<file path="src/rtl/tartaruga_pkg.sv">
// Shared types for the tartaruga execute-stage multiply/divide unit.
// Holds the RV32M op encoding, the MDU FSM states and divider sizing.
package tartaruga_pkg;

  localparam int MDU_XLEN      = 32;
  localparam int MDU_DIV_BITS  = 1;
  localparam int MDU_DIV_ITERS = MDU_XLEN / MDU_DIV_BITS;

  // RV32M funct3 order
  typedef enum logic [2:0] {
    MDU_MUL    = 3'd0,
    MDU_MULH   = 3'd1,
    MDU_MULHSU = 3'd2,
    MDU_MULHU  = 3'd3,
    MDU_DIV    = 3'd4,
    MDU_DIVU   = 3'd5,
    MDU_REM    = 3'd6,
    MDU_REMU   = 3'd7
  } mdu_op_t;

  typedef enum logic [2:0] {
    ST_IDLE = 3'd0,
    ST_MUL  = 3'd1,
    ST_DIV  = 3'd2,
    ST_FIX  = 3'd3,
    ST_DONE = 3'd4
  } mdu_state_t;

  function automatic int mdu_div_iters(input int xlen, input int bits);
    return xlen / bits;
  endfunction

endpackage

</file>
<file path="src/rtl/mdu_div_iter.sv">
// Restoring unsigned divider, DIV_BITS quotient bits per cycle.
// Ports: clk_i/rst_i, kill_i, start_i + a_i/b_i magnitudes, last_o, q_o, r_o.
module mdu_div_iter
  import tartaruga_pkg::*;
#(
  parameter int XLEN     = MDU_XLEN,
  parameter int DIV_BITS = MDU_DIV_BITS
) (
  input  logic            clk_i,
  input  logic            rst_i,
  input  logic            kill_i,
  input  logic            start_i,
  input  logic [XLEN-1:0] a_i,
  input  logic [XLEN-1:0] b_i,
  output logic            last_o,
  output logic [XLEN-1:0] q_o,
  output logic [XLEN-1:0] r_o
);

  localparam int ITERS = mdu_div_iters(XLEN, DIV_BITS);
  localparam int CW    = $clog2(ITERS);

  logic [XLEN-1:0] rem_q, quo_q, dvs_q;
  logic [XLEN-1:0] rem_n, quo_n;
  logic [XLEN:0]   sh;
  logic [CW-1:0]   cnt_q;
  logic            act_q;

  // Remainder stays below the divisor, so the
  // shifted value fits in XLEN+1 bits.
  always_comb begin
    rem_n = rem_q;
    quo_n = quo_q;
    sh    = '0;
    for (int i = 0; i < DIV_BITS; i++) begin
      sh    = {rem_n, quo_n[XLEN-1]};
      quo_n = {quo_n[XLEN-2:0], 1'b0};
      if (sh >= {1'b0, dvs_q}) begin
        sh       = sh - {1'b0, dvs_q};
        quo_n[0] = 1'b1;
      end
      rem_n = sh[XLEN-1:0];
    end
  end

  assign last_o = act_q && (cnt_q == CW'(ITERS-1));
  assign q_o    = quo_q;
  assign r_o    = rem_q;

  always_ff @(posedge clk_i or posedge rst_i) begin
    if (rst_i) begin
      rem_q <= '0;
      quo_q <= '0;
      dvs_q <= '0;
      cnt_q <= '0;
      act_q <= 1'b0;
    end else if (kill_i) begin
      act_q <= 1'b0;
    end else if (start_i) begin
      rem_q <= '0;
      quo_q <= a_i;
      dvs_q <= b_i;
      cnt_q <= '0;
      act_q <= 1'b1;
    end else if (act_q) begin
      rem_q <= rem_n;
      quo_q <= quo_n;
      cnt_q <= cnt_q + 1'b1;
      if (last_o) act_q <= 1'b0;
    end
  end

endmodule

</file>
<file path="src/rtl/exe_muldiv.sv">
// RV32M multiply/divide unit: valid/ready request in, tagged result out.
// Ports: req_* handshake + operands/tag, kill_i flush, resp_* handshake, busy_o.
module exe_muldiv
  import tartaruga_pkg::*;
#(
  parameter int XLEN       = MDU_XLEN,
  parameter int MUL_STAGES = 2,
  parameter int DIV_BITS   = MDU_DIV_BITS,
  parameter int TAG_W      = 5
) (
  input  logic             clk_i,
  input  logic             rst_i,
  input  logic             req_valid_i,
  output logic             req_ready_o,
  input  logic [2:0]       req_op_i,
  input  logic [XLEN-1:0]  req_rs1_i,
  input  logic [XLEN-1:0]  req_rs2_i,
  input  logic [TAG_W-1:0] req_tag_i,
  input  logic             kill_i,
  output logic             resp_valid_o,
  input  logic             resp_ready_i,
  output logic [XLEN-1:0]  resp_data_o,
  output logic [TAG_W-1:0] resp_tag_o
  ,output logic            busy_o
);

  localparam logic [XLEN-1:0] MIN_INT = {1'b1, {(XLEN-1){1'b0}}};

  mdu_state_t      state_q, state_d;
  mdu_op_t         op_q;
  logic [XLEN-1:0] rs1_q, rs2_q, res_q;
  logic [TAG_W-1:0] tag_q;
  logic [2:0]      cnt_q;

  logic accept, rq_div, rq_sgn, rq_rem;
  logic dz, ovf, special, div_start, div_last;
  logic [XLEN-1:0] spec_res, a_mag, b_mag;
  logic [XLEN-1:0] div_q, div_r;

  // Request decode: bit2 = divide, bit1 = rem, bit0 = unsigned
  assign accept  = req_valid_i & req_ready_o & ~kill_i;
  assign rq_div  = req_op_i[2];
  assign rq_rem  = req_op_i[1];
  assign rq_sgn  = ~req_op_i[0];
  assign dz      = (req_rs2_i == '0);
  assign ovf     = rq_sgn & (req_rs1_i == MIN_INT)
                 & (req_rs2_i == '1);
  assign special = rq_div & (dz | ovf);

  always_comb begin
    spec_res = '0;
    unique case (1'b1)
      dz & rq_rem:   spec_res = req_rs1_i;
      dz & ~rq_rem:  spec_res = '1;
      ~dz & rq_rem:  spec_res = '0;
      default:       spec_res = MIN_INT;
    endcase
  end

  assign a_mag = (rq_sgn & req_rs1_i[XLEN-1])
               ? -req_rs1_i : req_rs1_i;
  assign b_mag = (rq_sgn & req_rs2_i[XLEN-1])
               ? -req_rs2_i : req_rs2_i;
  assign div_start = accept & rq_div & ~special;

  mdu_div_iter #(
    .XLEN     (XLEN),
    .DIV_BITS (DIV_BITS)
  ) u_div (
    .clk_i   (clk_i),
    .rst_i   (rst_i),
    .kill_i  (kill_i),
    .start_i (div_start),
    .a_i     (a_mag),
    .b_i     (b_mag),
    .last_o  (div_last),
    .q_o     (div_q),
    .r_o     (div_r)
  );

  // Low 2*XLEN bits of the product of sign-extended
  // operands are exact in two's complement.
  logic            ma_s, mb_s;
  logic [2*XLEN-1:0] ma, mb, prod;
  logic [XLEN-1:0] mul_res;

  assign ma_s = (op_q == MDU_MULH) | (op_q == MDU_MULHSU);
  assign mb_s = (op_q == MDU_MULH);
  assign ma   = {{XLEN{ma_s & rs1_q[XLEN-1]}}, rs1_q};
  assign mb   = {{XLEN{mb_s & rs2_q[XLEN-1]}}, rs2_q};
  assign prod = ma * mb;

  always_comb begin
    mul_res = '0;
    unique case (op_q)
      MDU_MUL:    mul_res = prod[XLEN-1:0];
      MDU_MULH,
      MDU_MULHSU,
      MDU_MULHU:  mul_res = prod[2*XLEN-1:XLEN];
      default:    mul_res = '0;
    endcase
  end

  logic f_sgn, neg_q, neg_r;
  logic [XLEN-1:0] fix_res;

  assign f_sgn = ~op_q[0];
  assign neg_q = f_sgn & (rs1_q[XLEN-1] ^ rs2_q[XLEN-1]);
  assign neg_r = f_sgn & rs1_q[XLEN-1];
  assign fix_res = op_q[1]
                 ? (neg_r ? -div_r : div_r)
                 : (neg_q ? -div_q : div_q);

  always_comb begin
    state_d = state_q;
    unique case (state_q)
      ST_IDLE:
        if (accept) begin
          if (!rq_div)      state_d = ST_MUL;
          else if (special) state_d = ST_DONE;
          else              state_d = ST_DIV;
        end
      ST_MUL:
        if (cnt_q == 3'(MUL_STAGES-1)) state_d = ST_DONE;
      ST_DIV:
        if (div_last) state_d = ST_FIX;
      ST_FIX:
        state_d = ST_DONE;
      ST_DONE:
        if (resp_ready_i) state_d = ST_IDLE;
      default:
        state_d = ST_IDLE;
    endcase
    if (kill_i) state_d = ST_IDLE;
  end

  always_ff @(posedge clk_i or posedge rst_i) begin
    if (rst_i) state_q <= ST_IDLE;
    else       state_q <= state_d;
  end

  always_ff @(posedge clk_i or posedge rst_i) begin
    if (rst_i) begin
      op_q  <= MDU_MUL;
      rs1_q <= '0;
      rs2_q <= '0;
      tag_q <= '0;
      cnt_q <= '0;
      res_q <= '0;
    end else begin
      if (accept) begin
        op_q  <= mdu_op_t'(req_op_i);
        rs1_q <= req_rs1_i;
        rs2_q <= req_rs2_i;
        tag_q <= req_tag_i;
        cnt_q <= '0;
        if (special) res_q <= spec_res;
      end
      if (state_q == ST_MUL) begin
        cnt_q <= cnt_q + 1'b1;
        if (cnt_q == 3'(MUL_STAGES-1)) res_q <= mul_res;
      end
      if (state_q == ST_FIX) res_q <= fix_res;
    end
  end

  assign req_ready_o  = (state_q == ST_IDLE);
  assign busy_o       = (state_q != ST_IDLE);
  assign resp_valid_o = (state_q == ST_DONE);
  assign resp_data_o  = res_q;
  assign resp_tag_o   = tag_q;

endmodule

</file>
<file path="config.mk">
export PLATFORM = sky130hd
export DESIGN_NAME = exe_muldiv
export DESIGN_NICKNAME = d
export VERILOG_FILES = /design/src/rtl/tartaruga_pkg.sv /design/src/rtl/mdu_div_iter.sv /design/src/rtl/exe_muldiv.sv
export SDC_FILE = /design/constraint.sdc
export NUM_CORES = 2
export LEC_CHECK = 0
export CAP_MARGIN = 20
export CELL_PAD_IN_SITES_DETAIL_PLACEMENT = 1
export CELL_PAD_IN_SITES_GLOBAL_PLACEMENT = 1
export CORE_UTILIZATION = 30
export CTS_BUF_LIST = sky130_fd_sc_hd__clkbuf_8
export DETAILED_ROUTE_END_ITERATION = 10
export PLACE_DENSITY_LB_ADDON = 0.08
export SYNTH_ARGS = -nofsm -noshare
export SYNTH_HDL_FRONTEND = slang
export SYNTH_HIERARCHICAL = 1
export SYNTH_SLANG_ARGS = --single-unit
</file>
<file path="constraint.sdc">
create_clock -name clk_i -period 18.51 [get_ports clk_i]
set_clock_uncertainty 0.15 [all_clocks]
set_input_delay 2.7765 -clock clk_i [delete_from_list [all_inputs] [get_ports clk_i]]
set_output_delay 2.7765 -clock clk_i [all_outputs]
set_load 0.02 [all_outputs]
</file>
Word-level counts from Yosys, hierarchy flattened:

Cells that the tools add are included.

* add/subtract/negate cells: 7
* shifts and indexed selects: 0
* bitwise operators: 25
* reductions and logical operators: 11
* equal/unequal tests: 15
* order comparisons: 1
* divide/modulo/power cells: 0
* $mul: 1
* multiplexer cells: 34

Operator list (number)
* 2-to-1 mux 32 bit: 15
* negator 32 bit: 4
* case mux 32 bit (3 select lines): 1
* == test 32 bit, second input constant: 2
* multiplier 33 x 33 -> 64 bit: 1
* case mux 32 bit (2 select lines): 1
* >= comparator 33 x 32 -> 1 bit: 1
* zero test 32 bit: 1
* subtractor 32 bit: 1
* 2-to-1 mux 3 bit: 9
* bitwise AND 1 bit: 16
* case mux 3 bit (5 select lines): 1
* == test 3 x 2 -> 1 bit, second input constant: 4
* 2-to-1 mux 5 bit: 2
* == test 3 x 1 -> 1 bit, second input constant: 3
* zero test 3 bit: 2
* inequality test 3 bit, second input constant: 2
* inverter 1 bit: 6
* adder 5 x 1 -> 5 bit, second input constant: 1
* == test 5 bit, second input constant: 1
* 2-to-1 mux 1 bit: 5
* AND reduction 2 bit: 2
* AND reduction 4 bit: 1
* nonzero test 2 bit: 2
* 9 further kinds: 10

* latch bits: 0
* register bits: 212
* output and inout port bits: 40
* memories: 0
* memory bits (read-only): 0
* word-level logic and storage cells: 106
* input bits: 77
* memory bits (writable): 0

Logic depth before layout (Yosys ltp):

* depth after elaboration: 10
* depth in mapped cells: 32
* depth with buffers taken out: 29

Modules after synthesis:

Netlist, hierarchy kept.

Modules (own cells, without submodules)
* exe_muldiv: area each 46388.2 µm², instances 1, cells an instance 5395, seq. area each 2752.6 µm²
* mdu_div_iter: area each 6007.0 µm², instances 1, cells an instance 666, seq. area each 2552.4 µm²

Worst setup path before layout:

No wires, ideal clock.

* kind: register to register
* start point: register op_q[0]
* end point: register res_q[30], in the netlist resp_data_o[30]
* clock period less this slack: 8716 ps
* buffers on the path: 2
* stages on the path, launching flop included: 30
* arrival time: 8429 ps
* setup time: 136 ps
* setup slack: 9794 ps
* data required time: 18224 ps
* cell sequence: dfrtp_1 > clkbuf_1 > xnor2_1 > nor3b_1 > clkbuf_1 > nand2_1 > fa_1 > fa_1 > inv_1 > fa_1 > inv_1 > fa_1 > inv_1 > fa_1 > fa_1 > inv_1 > fa_1 > fa_1 > inv_1 > ha_1 > a21oi_1 > nor2b_1 > o21ai_0 > nand2b_1 > a21o_1 > a21o_1 > a221oi_1 > mux2i_1 > a221oi_1 > a31oi_1

* longest elaborated chain between the ends: 8
* elaborated cells between the ends (all ways): 19
* those cells by class: 1 x mul; 3 x eq/ne; 7 x mux; 6 x bitwise; 2 x reduce/logical

RTL lines
* start: declaration: RTL line exe_muldiv.sv:30 `mdu_op_t op_q;`
* start signal: assignment: RTL line exe_muldiv.sv:152 `op_q <= mdu_op_t'(req_op_i);`
* == test 3 x 1 -> 1 bit / == test 3 x 2 -> 1 bit (equally long branches): RTL line exe_muldiv.sv:87, exe_muldiv.sv:88, exe_muldiv.sv:95
* bitwise OR 1 bit: RTL line exe_muldiv.sv:87 `assign ma_s = (op_q == MDU_MULH) | (op_q == MDU_MULHSU);`
* bitwise AND 1 bit: RTL line exe_muldiv.sv:89 `assign ma = {{XLEN{ma_s & rs1_q[XLEN-1]}}, rs1_q};`
* multiplier 33 x 33 -> 64 bit: RTL line exe_muldiv.sv:91 `assign prod = ma * mb;`
* case mux 32 bit (2 select lines): RTL line exe_muldiv.sv:95 `unique case (op_q)`
* 2-to-1 mux 32 bit: RTL line exe_muldiv.sv:161 `if (cnt_q == 3'(MUL_STAGES-1)) res_q <= mul_res;`
* 2-to-1 mux 32 bit: RTL line exe_muldiv.sv:159 `if (state_q == ST_MUL) begin`
* 2-to-1 mux 32 bit *: RTL line exe_muldiv.sv:163 `if (state_q == ST_FIX) res_q <= fix_res;`
* end signal: assignment: RTL line exe_muldiv.sv:157 `if (special) res_q <= spec_res;`
* end signal: assignment: RTL line exe_muldiv.sv:161
* end signal: assignment: RTL line exe_muldiv.sv:163
* end: declaration: RTL line exe_muldiv.sv:31 `logic [XLEN-1:0] rs1_q, rs2_q, res_q;`

Every way passes the cells marked *; elsewhere a longest branch is shown, timed or not.
A chain may end at the register's enable or synchronous reset.

Worst setup path after layout:

* start point: register op_q[0]
* end point: register res_q[27], in the netlist resp_data_o[27]

Same word-level chain as after synthesis.

==> out/metrics.yaml <==
routing:
  dr.pass1.iters: 5
  drt-total-wl_um: 192000
  drt-vias-per-instance: 4.83
  vias: 40300
  drcViolationCount: 0
  ant_nets: 0
  drt_iter0_markers: 1804
  wl_per_cell_um: 23.0
clocking:
  cts_hold_buf: 0
  cts.sinks: 212
  path_clk_slew_ns: 0.05
  clk_path_buf_depth: 3
  cts_tree: "done"
  cts_root_buffer: "clkbuf_8"
  cts_resized: 0
  htree_levels: 2
  post_cts_buffers: 0
  clock_latency_ns: 0.67
  numCtsBuffers: 47
synth:
  ys_warn_count: 6
  synth_area_um2: 52400
  netlist_instances: 6061
  synth_edf_count: 0
  ys_seq_area_share_pct: 10.1
  synth_top_family_by_area: "adder cells"
  synth-compound-area-share_pct: 8.22
  synth_cell_types: 89
  synth_area_leaders: "fa_1 (43%), dfrtp_1 (10%), inv_1 (9.0%), nand2_1 (8.3%), ha_1 (6.1%)"
  synth_top_area_share_pct: 43.0
  ys_seq_elements: 212
  syn-num-nets: 7518
  synthFlopType: "dfrtp_1"
  yosys.area.top_type: "fa_1"
  muxShareOfSynthArea_pct: 1.04
  syn_area_per_cell_um2: 8.64
  yosys.area_share.simple_pct: 16.4
  synth_xor_area_share_pct: 3.44
  synthAdderAreaFrac_pct: 49.1
  synthArstFlopShare_pct: 100
finish:
  stdcell_count: 8350
  final_nets: 7449
  final_area_um2: 56900
  area_growth_pct: 8.64
  drive_above_1_share_pct: 3.92
setup_path:
  worstSetupPathType: "register to register"
  cp-end-kind: "register"
  arrival_ns: 10.26
  cp_max_fo: 31
  cp.required_ns: 18.89
  cp-start-kind: "register"
  cp_slowest_cell: "fa_1"
  crit_top_cell: "fa_1"
  slowest_delay_ns: 0.77
placed_design:
  dp_hpwl_um: 157000
  post_dp_cell_area_um2: 56000
  gp_congestion: 0.879
  numPortBuffers: 116
  place_ws_ns: 8.62
  placedCellCount: 8268
sta:
  relSlewSlack_pct: 26.9
  finalCritPeriodShare_pct: 53.4
  min_period_ns: 9.88
  slew_violations: 0
  worst_slew_pin_slew_ns: 1.07
  tns_ns: 0
  setup_violations: 0
  rsz0062_at_grt: "no"
  layout_setup_ws_ns: 8.63
  fmax_mhz: 101
  final_hold_viol_count: 0
die:
  dieArea_um2: 176000
  core.rowCount: 153
  ios: 117
  start_util_pct: 30.2
  coreArea_um2: 174000
  die_w_um: 420
  die_y_um: 420
job:
  max_cap_viol_count: 0
global_routing:
  grt_pass1_vias: 45700
  antenna_found_initial: 9
  overflow: 0
  track_usage_pct: 22.4
  grt_max_degree: 102
  grt_first_pass_wirelength_um: 297000
outcome:
  status: "finished, final reports clean"
hold_path:
  hold_path.class: "register to register"
worst max-delay path: cells and delay by family, from the launching register on:
| family | cells | cell delay [ns] |
|---|---|---|
| fa+ha+maj | 9 | 4.80 |
| compound gates | 6 | 1.65 |
| simple gates | 6 | 1.31 |
| buf+inv | 8 | 1.05 |
| flops | 1 | 0.50 |
| xor+xnor | 1 | 0.29 |
worst paths after layout:
check                      slack, ns  depth (start not counted)                        end                   from
setup / recovery                8.63                         30  resp_data_o[27]$_DFF_PP0_    op_q[0]$_DFFE_PP0P_
hold / removal                  0.32                          2      rs2_q[28]$_DFFE_PP0P_  rs2_q[28]$_DFFE_PP0P_
setup reg to reg                8.63                         30  resp_data_o[27]$_DFF_PP0_    op_q[0]$_DFFE_PP0P_
max in group asynchronous      14.49                          3  u_div/q_o[26]$_DFFE_PP0P_                  rst_i
min in group asynchronous       2.43                          2  resp_tag_o[1]$_DFFE_PP0P_                  rst_i
hold reg to reg                 0.32                          2      rs2_q[28]$_DFFE_PP0P_  rs2_q[28]$_DFFE_PP0P_
state kept, by name, summed over array words and instances (netlist names), 5 cells and up:
register,cells
resp_data_o,32
resp_tag_o,5
rs1_q,32
rs2_q,32
u_div/cnt_q,5
u_div/dvs_q,32
u_div/q_o,32
u_div/r_o,32
metrics by stage:
stage / utilization (%) / hold slack (ns)
2_1_floorplan: - / 0.301
3_3_place_gp: 32.2 / 0.308
3_5_place_dp: 32.2 / 0.315
4_1_cts: 32.8 / 0.329
5_1_grt: 32.8 / 0.351
6_report: 32.8 / 0.325
final cells by class:
cell class / instances / area, µm²
flip-flops and latches: 212 / 5310
repair buffers: 231 / 2020
clock inverters: 19 / 97.6
well taps: 2325 / 2910
multi-input cells: 4241 / 41000
fillers: 20300 / 117000
diodes: 2 / 5.00
inverters: 1259 / 4730
clock buffers: 61 / 840
layer usage:
metal,GRT usage (%),part of all wire [%],routed length (µm)
met3,1.29,2.0,3880
met2,39.9,51,97200
met1,30.3,46,87600
met4,3.61,1.8,3420
met5,0,0,0
logic make-up (layout without fill, tap and decap cells):
| kind of cell | count (synthesis) | count (layout) |
|---|---|---|
| adder cells (fa/ha/maj) | 1380 | 1380 |
| flip-flops | 212 | 212 |
| AND/OR/NAND/NOR | 1898 | 1898 |
| AO/OA/AOI/OAI | 705 | 705 |
| multiplexers | 54 | 54 |
| XOR/XNOR | 204 | 204 |
| other | 0 | 2 |
| buffers and inverters | 1608 | 1570 |
cell usage in the layout, fill, tap and decap left out, drive strengths merged, types with 20 or more instances in the layout:
master	n
nand2b	20
nor2b	33
nor3	33
xor2	89
clkdlybuf4s50	115
xnor2	114
inv	1272
buf	116
fa	1126
o21ai	232
a21o	56
nand2	1165
a211oi	32
mux2i	51
ha	254
a21oi	203
nand4	32
and2	300
a31oi	26
dfrtp	212
or3	22
clkbuf	61
nand3	37
o31ai	22
nor2	160
cells in the mapped netlist, drive strengths merged, types with 37 or more instances:
| cell | number |
|---|---|
| dfrtp | 212 |
| nand2 | 1165 |
| nor2 | 160 |
| a21oi | 203 |
| and2 | 300 |
| inv | 1259 |
| ha | 254 |
| xor2 | 89 |
| clkbuf | 327 |
| fa | 1126 |
| nand3 | 37 |
| a21o | 56 |
| o21ai | 232 |
| mux2i | 51 |
| xnor2 | 114 |
Power is not shown: default switching activity piles up to over one toggle a cycle in this logic, so the estimate is an artifact.
